## config.mk

```make
export PLATFORM = sky130hd
export DESIGN_NAME = argmax_scorer_flat
export DESIGN_NICKNAME = d
export VERILOG_FILES = /design/src/rtl/argmax_scorer_if.sv /design/src/rtl/argmax_scorer.sv /design/src/flat_wrapper.sv
export SDC_FILE = /design/constraint.sdc
export NUM_CORES = 1
export LEC_CHECK = 0
export BUFFER_PORTS_ARGS = -buffer_cell sky130_fd_sc_hd__buf_2
export CAP_MARGIN = 0
export CORE_ASPECT_RATIO = 0.6
export CORE_UTILIZATION = 25
export DETAILED_ROUTE_END_ITERATION = 10
export HOLD_SLACK_MARGIN = 0.06
export PLACE_DENSITY = 0.5
export SLEW_MARGIN = 20
export SYNTH_ARGS = -nofsm -noshare
export SYNTH_HDL_FRONTEND = slang
export SYNTH_SLANG_ARGS = --single-unit
export TNS_END_PERCENT = 5
```

## constraint.sdc

```tcl
create_clock -name clk_i -period 6.5 [get_ports clk_i]
set_clock_uncertainty 0.15 [all_clocks]
set_input_delay 0.65 -clock clk_i [delete_from_list [all_inputs] [get_ports clk_i]]
set_output_delay 0.65 -clock clk_i [all_outputs]
set_load 0.02 [all_outputs]
```

## src/rtl/argmax_scorer_if.sv

```systemverilog
// Score-vector input and argmax-result output handshakes of argmax_scorer.
// The producer/consumer side uses master; the scorer uses slave.
interface argmax_scorer_if #(
  parameter int unsigned NUM_CLASSES = 10,
  parameter int unsigned WORD_SIZE   = 16,
  parameter int unsigned LABEL_WIDTH = 4
);
  logic                              valid_i;
  logic                              ready_o;
  logic [NUM_CLASSES*WORD_SIZE-1:0]  data_i;
  logic [LABEL_WIDTH-1:0]            label_i;
  logic                              valid_o;
  logic                              yumi_i;
  logic [LABEL_WIDTH-1:0]            class_o;
  logic [WORD_SIZE-1:0]              max_o;
  logic                              match_o;

  modport master (
    output valid_i, data_i, label_i, yumi_i,
    input  ready_o, valid_o, class_o, max_o, match_o
  );

  modport slave (
    input  valid_i, data_i, label_i, yumi_i,
    output ready_o, valid_o, class_o, max_o, match_o
  );
endinterface

```

## src/rtl/argmax_scorer.sv

```systemverilog
// Sequential argmax over one latched score vector, checked against the
// expected label, with saturating pass/test counters and a completion flag.
module argmax_scorer #(
  parameter int unsigned NUM_CLASSES = 10,
  parameter int unsigned WORD_SIZE   = 16,
  parameter int unsigned LABEL_WIDTH = 4,
  parameter int unsigned COUNT_WIDTH = 16,
  parameter int unsigned NUM_TESTS   = 10
) (
  input  logic                   clk_i,
  input  logic                   reset_i,
  argmax_scorer_if.slave         bus,
  output logic [COUNT_WIDTH-1:0] pass_count_o,
  output logic [COUNT_WIDTH-1:0] test_count_o,
  output logic                   all_done_o
);

  localparam int unsigned VEC_W = NUM_CLASSES * WORD_SIZE;
  localparam logic [LABEL_WIDTH-1:0] LAST_IDX = LABEL_WIDTH'(NUM_CLASSES - 1);

  typedef enum logic [1:0] {IDLE, SCAN, DONE} state_t;

  state_t                 state_q;
  logic [VEC_W-1:0]       data_q;
  logic [LABEL_WIDTH-1:0] label_q;
  logic [WORD_SIZE-1:0]   best_q;
  logic [LABEL_WIDTH-1:0] best_idx_q;
  logic [LABEL_WIDTH-1:0] idx_q;

  logic [WORD_SIZE-1:0]   cur_score;
  logic                   better;
  logic [WORD_SIZE-1:0]   nxt_best;
  logic [LABEL_WIDTH-1:0] nxt_idx;
  logic [COUNT_WIDTH-1:0] test_nxt;
  logic [COUNT_WIDTH-1:0] pass_nxt;
  logic                   done_nxt;

  // One compare per scan cycle; strict > keeps the lower index on ties.
  always_comb begin
    cur_score = '0;
    for (int unsigned k = 0; k < NUM_CLASSES; k++) begin
      if (idx_q == LABEL_WIDTH'(k)) cur_score = data_q[k*WORD_SIZE +: WORD_SIZE];
    end
    better   = $signed(cur_score) > $signed(best_q);
    nxt_best = better ? cur_score : best_q;
    nxt_idx  = better ? idx_q : best_idx_q;
  end

  // Saturating counter updates and the completion flag for the yumi edge.
  always_comb begin
    test_nxt = (&test_count_o) ? test_count_o : test_count_o + COUNT_WIDTH'(1);
    pass_nxt = (&pass_count_o) ? pass_count_o : pass_count_o + COUNT_WIDTH'(1);
    done_nxt = all_done_o || (test_nxt >= COUNT_WIDTH'(NUM_TESTS));
  end

  always_ff @(posedge clk_i) begin
    if (reset_i) begin
      state_q      <= IDLE;
      data_q       <= '0;
      label_q      <= '0;
      best_q       <= '0;
      best_idx_q   <= '0;
      idx_q        <= '0;
      bus.ready_o  <= 1'b1;
      bus.valid_o  <= 1'b0;
      bus.class_o  <= '0;
      bus.max_o    <= '0;
      bus.match_o  <= 1'b0;
      pass_count_o <= '0;
      test_count_o <= '0;
      all_done_o   <= 1'b0;
    end else begin
      unique case (state_q)
        IDLE: begin
          if (bus.valid_i && bus.ready_o) begin
            data_q      <= bus.data_i;
            label_q     <= bus.label_i;
            best_q      <= bus.data_i[WORD_SIZE-1:0];
            best_idx_q  <= '0;
            idx_q       <= LABEL_WIDTH'(1);
            bus.ready_o <= 1'b0;
            state_q     <= SCAN;
          end
        end
        SCAN: begin
          best_q     <= nxt_best;
          best_idx_q <= nxt_idx;
          idx_q      <= idx_q + LABEL_WIDTH'(1);
          // Result is registered on the edge that processes the last index.
          if (idx_q == LAST_IDX) begin
            bus.valid_o <= 1'b1;
            bus.class_o <= nxt_idx;
            bus.max_o   <= nxt_best;
            bus.match_o <= (nxt_idx == label_q);
            state_q     <= DONE;
          end
        end
        DONE: begin
          if (bus.yumi_i) begin
            bus.valid_o  <= 1'b0;
            test_count_o <= test_nxt;
            if (bus.match_o) pass_count_o <= pass_nxt;
            all_done_o   <= done_nxt;
            bus.ready_o  <= !done_nxt;
            state_q      <= IDLE;
          end
        end
        default: state_q <= IDLE;
      endcase
    end
  end

endmodule

```

## src/flat_wrapper.sv

```systemverilog
// flat-port wrapper written by rule: the top's interface ports become plain ports
module argmax_scorer_flat 
#(
  parameter int unsigned NUM_CLASSES = 10,
  parameter int unsigned WORD_SIZE   = 16,
  parameter int unsigned LABEL_WIDTH = 4,
  parameter int unsigned COUNT_WIDTH = 16,
  parameter int unsigned NUM_TESTS   = 10
)
  (clk_i, reset_i, pass_count_o, test_count_o, all_done_o, bus_valid_i, bus_data_i, bus_label_i, bus_yumi_i, bus_ready_o, bus_valid_o, bus_class_o, bus_max_o, bus_match_o);
  argmax_scorer_if #(.NUM_CLASSES(NUM_CLASSES), .WORD_SIZE(WORD_SIZE), .LABEL_WIDTH(LABEL_WIDTH)) bus_i ();
  input  logic clk_i;
  input  logic reset_i;
  output logic [COUNT_WIDTH-1:0] pass_count_o;
  output logic [COUNT_WIDTH-1:0] test_count_o;
  output logic all_done_o;
  input wire logic [$bits(bus_i.valid_i)-1:0] bus_valid_i;
  input wire logic [$bits(bus_i.data_i)-1:0] bus_data_i;
  input wire logic [$bits(bus_i.label_i)-1:0] bus_label_i;
  input wire logic [$bits(bus_i.yumi_i)-1:0] bus_yumi_i;
  output wire logic [$bits(bus_i.ready_o)-1:0] bus_ready_o;
  output wire logic [$bits(bus_i.valid_o)-1:0] bus_valid_o;
  output wire logic [$bits(bus_i.class_o)-1:0] bus_class_o;
  output wire logic [$bits(bus_i.max_o)-1:0] bus_max_o;
  output wire logic [$bits(bus_i.match_o)-1:0] bus_match_o;
  assign bus_i.valid_i = bus_valid_i;
  assign bus_i.data_i = bus_data_i;
  assign bus_i.label_i = bus_label_i;
  assign bus_i.yumi_i = bus_yumi_i;
  assign bus_ready_o = bus_i.ready_o;
  assign bus_valid_o = bus_i.valid_o;
  assign bus_class_o = bus_i.class_o;
  assign bus_max_o = bus_i.max_o;
  assign bus_match_o = bus_i.match_o;
  argmax_scorer #(.NUM_CLASSES(NUM_CLASSES), .WORD_SIZE(WORD_SIZE), .LABEL_WIDTH(LABEL_WIDTH), .COUNT_WIDTH(COUNT_WIDTH), .NUM_TESTS(NUM_TESTS)) u_core (.clk_i(clk_i), .reset_i(reset_i), .bus(bus_i), .pass_count_o(pass_count_o), .test_count_o(test_count_o), .all_done_o(all_done_o));
endmodule
```

==> run_results.csv, run 1 <==
group,metric,value,unit
synth,synth.avg_cell_area,7.71,um^2
pwr,irDropWorstVdd,177,uV
timing,rsz0062_at_grt,"false",
worst_setup_path,cp.required,6800,ps
pwr,p_clk_share,41.1,%
synth,yosysWarnings,0,
timing,tightestPinTransition,1020,ps
synth,ys_async_sr_fraction,0,%
worst_setup_path,worst_setup_path_start_kind,"flip-flop",
synth,synth_edf_count,0,
clocking,numCtsBuffers,27,
global_route,grt_max_degree,99,
timing,fin_crit_sh,91.3,%
clocking,ctsLongestPathBuffers,3,
floorplanning,die_x,277,um
synth,ys_seq_area_share,43.5,%
timing,fmax,169,MHz
timing,slew_headroom,31.8,%
floorplanning,rows,59,
detailed_routing,avgRoutedWirePerCell,19.9,um
synth,synth_area_leaders,"dfxtp_1 (44%), nand2_1 (14%), a21oi_1 (8.2%), clkbuf_1 (3.4%), ha_1 (2.4%)",
synth,ys.flop_type,"dfxtp_1",
detailed_routing,wl,44.1,mm
floorplanning,top_level_ports,224,
clocking,clk-insertion-delay-late,550,ps
pwr,p_leak,5.13,nW
placed_design,place_hpwl,32.7,mm
clocking,tritoncts,"done",
final_layout,fillers,4763,
floorplanning,die_h,167,um
timing,setup_viol,0,
final_layout,fin_area,13800,um^2
hold_path,whs_path_depth,3,
global_route,antenna_found_initial,1,
detailed_routing,avgViaCountPerCell,5.09,
pwr,power_frac_seq,42.2,%
timing,slew_viol_final,0,
clocking,cts_resized,0,
timing,finalHoldViolations,0,
worst_setup_path,r2r_cells,14,
clocking,path_clk_slew,60,ps
worst_setup_path,worstSetupPathType,"reg -> reg",
synth,yosys.area.top_type,"dfxtp_1",
pwr,p_comb_share,16.8,%
worst_setup_path,crit_arrival,6230,ps
pwr,p_int,2.78,mW
run_status,status,"finished, final reports clean",
worst_setup_path,reg2reg_from,"u_core.idx_q[0]",
detailed_routing,drtAntennaViolNets,0,
clocking,root_buffer,"clkbuf_16",
global_route,grt_pass1_vias,10400,
placed_design,gp_congestion,0.916,
hold_path,hp-start,"bus_data_i[80]",
placed_design,port_buffers,223,
hold_path,hold_class,"in -> reg",
clocking,cts_num_sinks,246,
global_route,grt_pass1_wl,65.5,mm
synth,synth.most_common_cell,"nand2_1",
pwr,p_per_area,288,nW/um^2
final_layout,layout-drive-gt1-share,18.6,%
synth,synth.cells.most_frequent,"nand2_1 (413), dfxtp_1 (246), a21oi_1 (185)",
worst_setup_path,reg2reg_setup_slack,570,ps
clocking,hold_buffers,0,
worst_setup_path,cp_max_fo,22,
detailed_routing,drt_pass1_iterations,5,
final_layout,areaGrowthSynthToFinish,21.8,%
floorplanning,die_area,46200,um^2
synth,syn_nets,1659,
final_layout,nets,1807,
global_route,track_usage,18.6,%
detailed_routing,drtIter0Drc,1230,
clocking,postCtsSetupRepairBufs,0,
synth,syn_area,11300,um^2
floorplanning,core_area,44000,um^2
placed_design,post_dp_cell_area,12900,um^2
floorplanning,start_util,25.7,%
worst_setup_path,end_kind,"flip-flop",
pwr,swShare,30.1,%
timing,fin_crit,5930,ps
run,cap_violations,0,
synth,netlist.area_leader.share,43.5,%
worst_setup_path,regToRegEndpoint,"u_core.bus.max_o[13]",
synth,synthCells,1469,
clocking,cts_htree_levels,1,
detailed_routing,num_vias,11300,
detailed_routing,drc,0,
timing,tns,0,ps
global_route,grt.overflow.total,0,
synth,synthDistinctLibCells,56,
synth,ys_ff_latch,246,
hold_path,whs_endpoint,"u_core.data_q[80]",
final_layout,antenna-diode-count,0,
pwr,p_switching,1.20,mW
cells by family (layout without fill, tap and decap cells):
kind of cell / count (synthesis) / in the layout / synth area share (%)
buf+inv: 150 / 315 / 5.17
flops: 246 / 246 / 43.5
compound gates: 389 / 389 / 22.1
simple gates: 619 / 619 / 23.4
xor+xnor: 37 / 37 / 2.86
fa+ha+maj: 22 / 22 / 2.43
mux: 6 / 6 / 0.531
state kept, by name, indices dropped and copies added (netlist names):
signal / count
u_core.all_done_o: 1
u_core.best_idx_q: 4
u_core.best_q: 16
u_core.bus.class_o: 4
u_core.bus.match_o: 1
u_core.bus.max_o: 16
u_core.bus.ready_o: 1
u_core.bus.valid_o: 1
u_core.data_q: 160
u_core.idx_q: 4
u_core.label_q: 4
u_core.pass_count_o: 16
u_core.state_q: 2
u_core.test_count_o: 16
worst max path at each step:
stage                                       to            start
after floorplan             u_core.bus.match_o  u_core.idx_q[0]
after global placement    u_core.bus.max_o[13]  u_core.idx_q[0]
after detailed placement   u_core.bus.max_o[0]  u_core.idx_q[0]
after CTS                  u_core.bus.max_o[0]  u_core.idx_q[0]
after global routing       u_core.bus.max_o[0]  u_core.idx_q[0]
final                     u_core.bus.max_o[13]  u_core.idx_q[0]
power by group through the flow:
stage          clock network, mW  registers, mW  logic, mW
2_1_floorplan                  0           1.66      0.447
3_5_place_dp                   0           1.70      0.656
3_3_place_gp                   0           1.71      0.654
5_1_grt                     1.74           1.68      0.730
4_1_cts                     1.67           1.67      0.659
6_report                    1.63           1.68      0.667
layer usage:
| layer | global-route usage, % | wire (um) |
|---|---|---|
| met5 | 0 | 0 |
| met4 | 3.31 | 747 |
| met3 | 4.31 | 3840 |
| met2 | 23.7 | 16200 |
| met1 | 30.3 | 23200 |
worst max-delay path, cell delays in order (launching register included):
cell and delay [ps]:
dfxtp_1 530, ha_1 900, buf_4 350, nor3_1 60
buf_4 210, a32oi_1 470, o22ai_1 180, ha_1 340
nand3_1 150, or4_4 560, a211oi_2 310, o31a_1 870
buf_4 390, nand2_1 90, a311oi_1 260
layout make-up:
type                            count  area (um^2)  area share (%)
Clock buffer                       35          756            5.48
Sequential cell                   246         4920            35.7
Multi-Input combinational cell   1073         5840            42.4
Tap cell                          579          724            5.25
Inverter                           26         97.6           0.708
Clock inverter                     11          173            1.25
Timing Repair Buffer              243         1270            9.23
cell usage in the layout (no fill, tap or decap), types with 4 or more instances in the layout:
cell type,count
nand2_1,413
dfxtp_1,246
buf_2,222
a21oi_1,185
nor2_1,65
nand3_1,52
o22ai_1,30
clkbuf_16,27
inv_1,25
a211oi_1,23
o211ai_1,22
ha_1,22
o21ai_0,21
xnor2_1,21
buf_4,20
nand2b_1,19
a31oi_1,19
a311oi_1,19
a221o_1,16
a32oi_1,16
a32o_1,16
xor2_1,16
nor3_1,13
nand4_1,11
nor2b_1,7
mux2i_1,6
and3_1,5
and4_1,5
clkbuf_8,5
or2_2,4
or4_1,4
o2111ai_1,4
clkinvlp_4,4
bufinv_16,4
through the flow:
stage	setup slack, ps	util (%)	std cells	hold WS (ps)	power [mW]
floorplan	2270	-	1469	281	2.11
global placement	791	29.2	2167	292	2.36
detailed placement	709	29.2	2167	292	2.36
CTS	671	31.3	2213	159	4.00
global route	286	31.3	2213	169	4.15
finish	567	31.3	2213	181	3.97
Power figures use the tool's default switching activity.
==> run 2: changes to the inputs <==
CORE_UTILIZATION = 45   (was 25)
PLACE_DENSITY = 0.75   (was 0.5)
REMOVE_ABC_BUFFERS = 1   (was unset)
TNS_END_PERCENT = unset   (was 5)
==> run_results.csv, run 2 (same netlist as run 1, synthesis figures left out) <==
group,metric,value,unit
clocking,hold_buffers,0,
timing,setup_viol,0,
detailed_routing,avgViaCountPerCell,5.68,
clocking,cts_resized,0,
run_status,violations,"design-rule violations",
run_status,status,"complete, but fails checks",
global_route,antenna_found_initial,2,
global_route,track_usage,26.2,%
timing,worst_slack,909,ps
placed_design,place_hpwl,23.9,mm
global_route,grt_max_degree,121,
global_route,grt_pass1_vias,9972,
final_layout,nets,1802,
worst_setup_path,crit_arrival,5870,ps
detailed_routing,drtAntennaViolNets,0,
detailed_routing,wl,34.5,mm
clocking,numCtsBuffers,24,
pwr,p_per_area,281,nW/um^2
final_layout,regMostFlops,"u_core.data_q",
final_layout,fillers,2397,
final_layout,layout-drive-gt1-share,18.4,%
final_layout,antenna-diode-count,0,
placed_design,dpl_worst_slack,633,ps
worst_setup_path,r2r_cells,15,
timing,fin_crit,5590,ps
floorplanning,die_x,207,um
worst_setup_path,reg2reg_setup_slack,910,ps
detailed_routing,drc,10,
floorplanning,start_util,46.3,%
clocking,tritoncts,"done",
worst_setup_path,end_kind,"flip-flop",
floorplanning,die_h,125,um
floorplanning,die_area,25800,um^2
run,cap_violations,0,
final_layout,final_common_cell,"nand2_1",
detailed_routing,num_vias,11100,
placed_design,port_buffers,223,
timing,slew_viol_final,0,
final_layout,final_cell_mix,"nand2_1 (413), dfxtp_1 (246), buf_2 (222)",
clocking,path_clk_slew,70,ps
timing,slew_headroom,34.9,%
floorplanning,top_level_ports,224,
worst_setup_path,cp.required,6780,ps
clocking,clk-insertion-delay-late,530,ps
timing,finalHoldViolations,0,
floorplanning,core_area,24400,um^2
clocking,cts_num_sinks,246,
worst_setup_path,reg2reg_from,"u_core.idx_q[1]",
clocking,cts_htree_levels,1,
hold_path,hold_class,"in -> reg",
timing,rsz0062_at_grt,"false",
pwr,design_power_total,3.76,mW
global_route,grt.overflow.total,0,
worst_setup_path,cp-startpoint,"u_core.idx_q[1]",
clocking,root_buffer,"clkbuf_16",
hold_path,whs_path_depth,3,
pwr,p_leak,5.09,nW
worst_setup_path,regToRegEndpoint,"u_core.bus.max_o[10]",
pwr,irDropWorstVdd,189,uV
timing,holdWs,200,ps
timing,fin_crit_sh,86.0,%
final_layout,final_core_util,54.6,%
worst_setup_path,worst_setup_path_start_kind,"flip-flop",
timing,tightestPinTransition,971,ps
final_layout,largest_reg_flops,160,
placed_design,gp_congestion,0.929,
clocking,postCtsSetupRepairBufs,0,
worst_setup_path,worstSetupPathType,"reg -> reg",
detailed_routing,drt_pass1_iterations,10,
global_route,grt_pass1_wl,53.7,mm
floorplanning,rows,44,
detailed_routing,avgRoutedWirePerCell,17.7,um
worst_setup_path,endpoint,"u_core.bus.max_o[10]",
clocking,ctsLongestPathBuffers,3,
detailed_routing,drtIter0Drc,1102,
worst_setup_path,cp_max_fo,24,
final_layout,areaGrowthSynthToFinish,18.0,%
timing,fmax,179,MHz
==> run 2: cell types whose count changed in the layout (fill, tap and decap cells not counted), moves of 2 or more <==
| cell | before | now |
|---|---|---|
| clkbuf_16 | 27 | 25 |
| clkinv_2 | 1 | 3 |
| nor2b_1 | 7 | 5 |
| clkbuf_1 | 3 | 5 |
| buf_4 | 20 | 17 |
| nor2b_2 | 0 | 2 |
| bufinv_16 | 4 | 2 |
| clkinvlp_4 | 4 | 1 |
==> run 2: layout make-up <==
cell class	count	area, um^2	share of cell area (%)
multi-input cells	1073	5850	43.8
flip-flops and latches	246	4920	36.9
repair buffers	241	1260	9.44
clock buffers	36	727	5.44
well taps	322	403	3.02
inverters	26	97.6	0.731
clock inverters	7	93.8	0.703
==> run 2: power breakdown <==
part / total (mW) / switching (mW) / internal (mW)
Combinational: 0.636 / 0.427 / 0.209
Clock: 1.47 / 0.613 / 0.854
Sequential: 1.65 / 0.0607 / 1.59
==> run 2: layer usage <==
layer | share of wire, % | up-vias | GRT usage, %
met1 | 48 | 5171 | 40.5
met3 | 10 | 43 | 6.20
met4 | 1.4 | 4 | 5.41
met2 | 41 | 449 | 36.2
met5 | 0.061 | - | 0
li1 | - | 5407 | -
==> run 2: metrics by stage <==
stage                     std cells  area [um^2]  setup TNS, ps
final                          1951        13400              0
after global routing           1951        13400              0
after CTS                      1951        13400              0
after detailed placement       1908        12500              0
after global placement         1908        12500              0
after floorplan                1345        10800        -528780
==> run 2: critical path: stages (launching register included) <==
cell and delay [ps]:
dfxtp_1 480, inv_1 110, ha_1 200, buf_4 220, nor2b_2 610, nand2_1 680
o22ai_1 300, o22ai_1 140, ha_1 360, nand3_1 140, or4_4 550, a211oi_2 320
o31a_1 540, buf_4 340, nand2_1 90, a311oi_1 270
==> run 2: worst min path at each step <==
stage / endpoint / startpoint
floorplan: u_core.data_q[32] / u_core.data_q[32]
global placement: u_core.data_q[12] / u_core.data_q[12]
detailed placement: u_core.data_q[43] / u_core.data_q[43]
CTS: u_core.data_q[56] / bus_data_i[56]
global route: u_core.data_q[103] / bus_data_i[103]
finish: u_core.data_q[63] / bus_data_i[63]
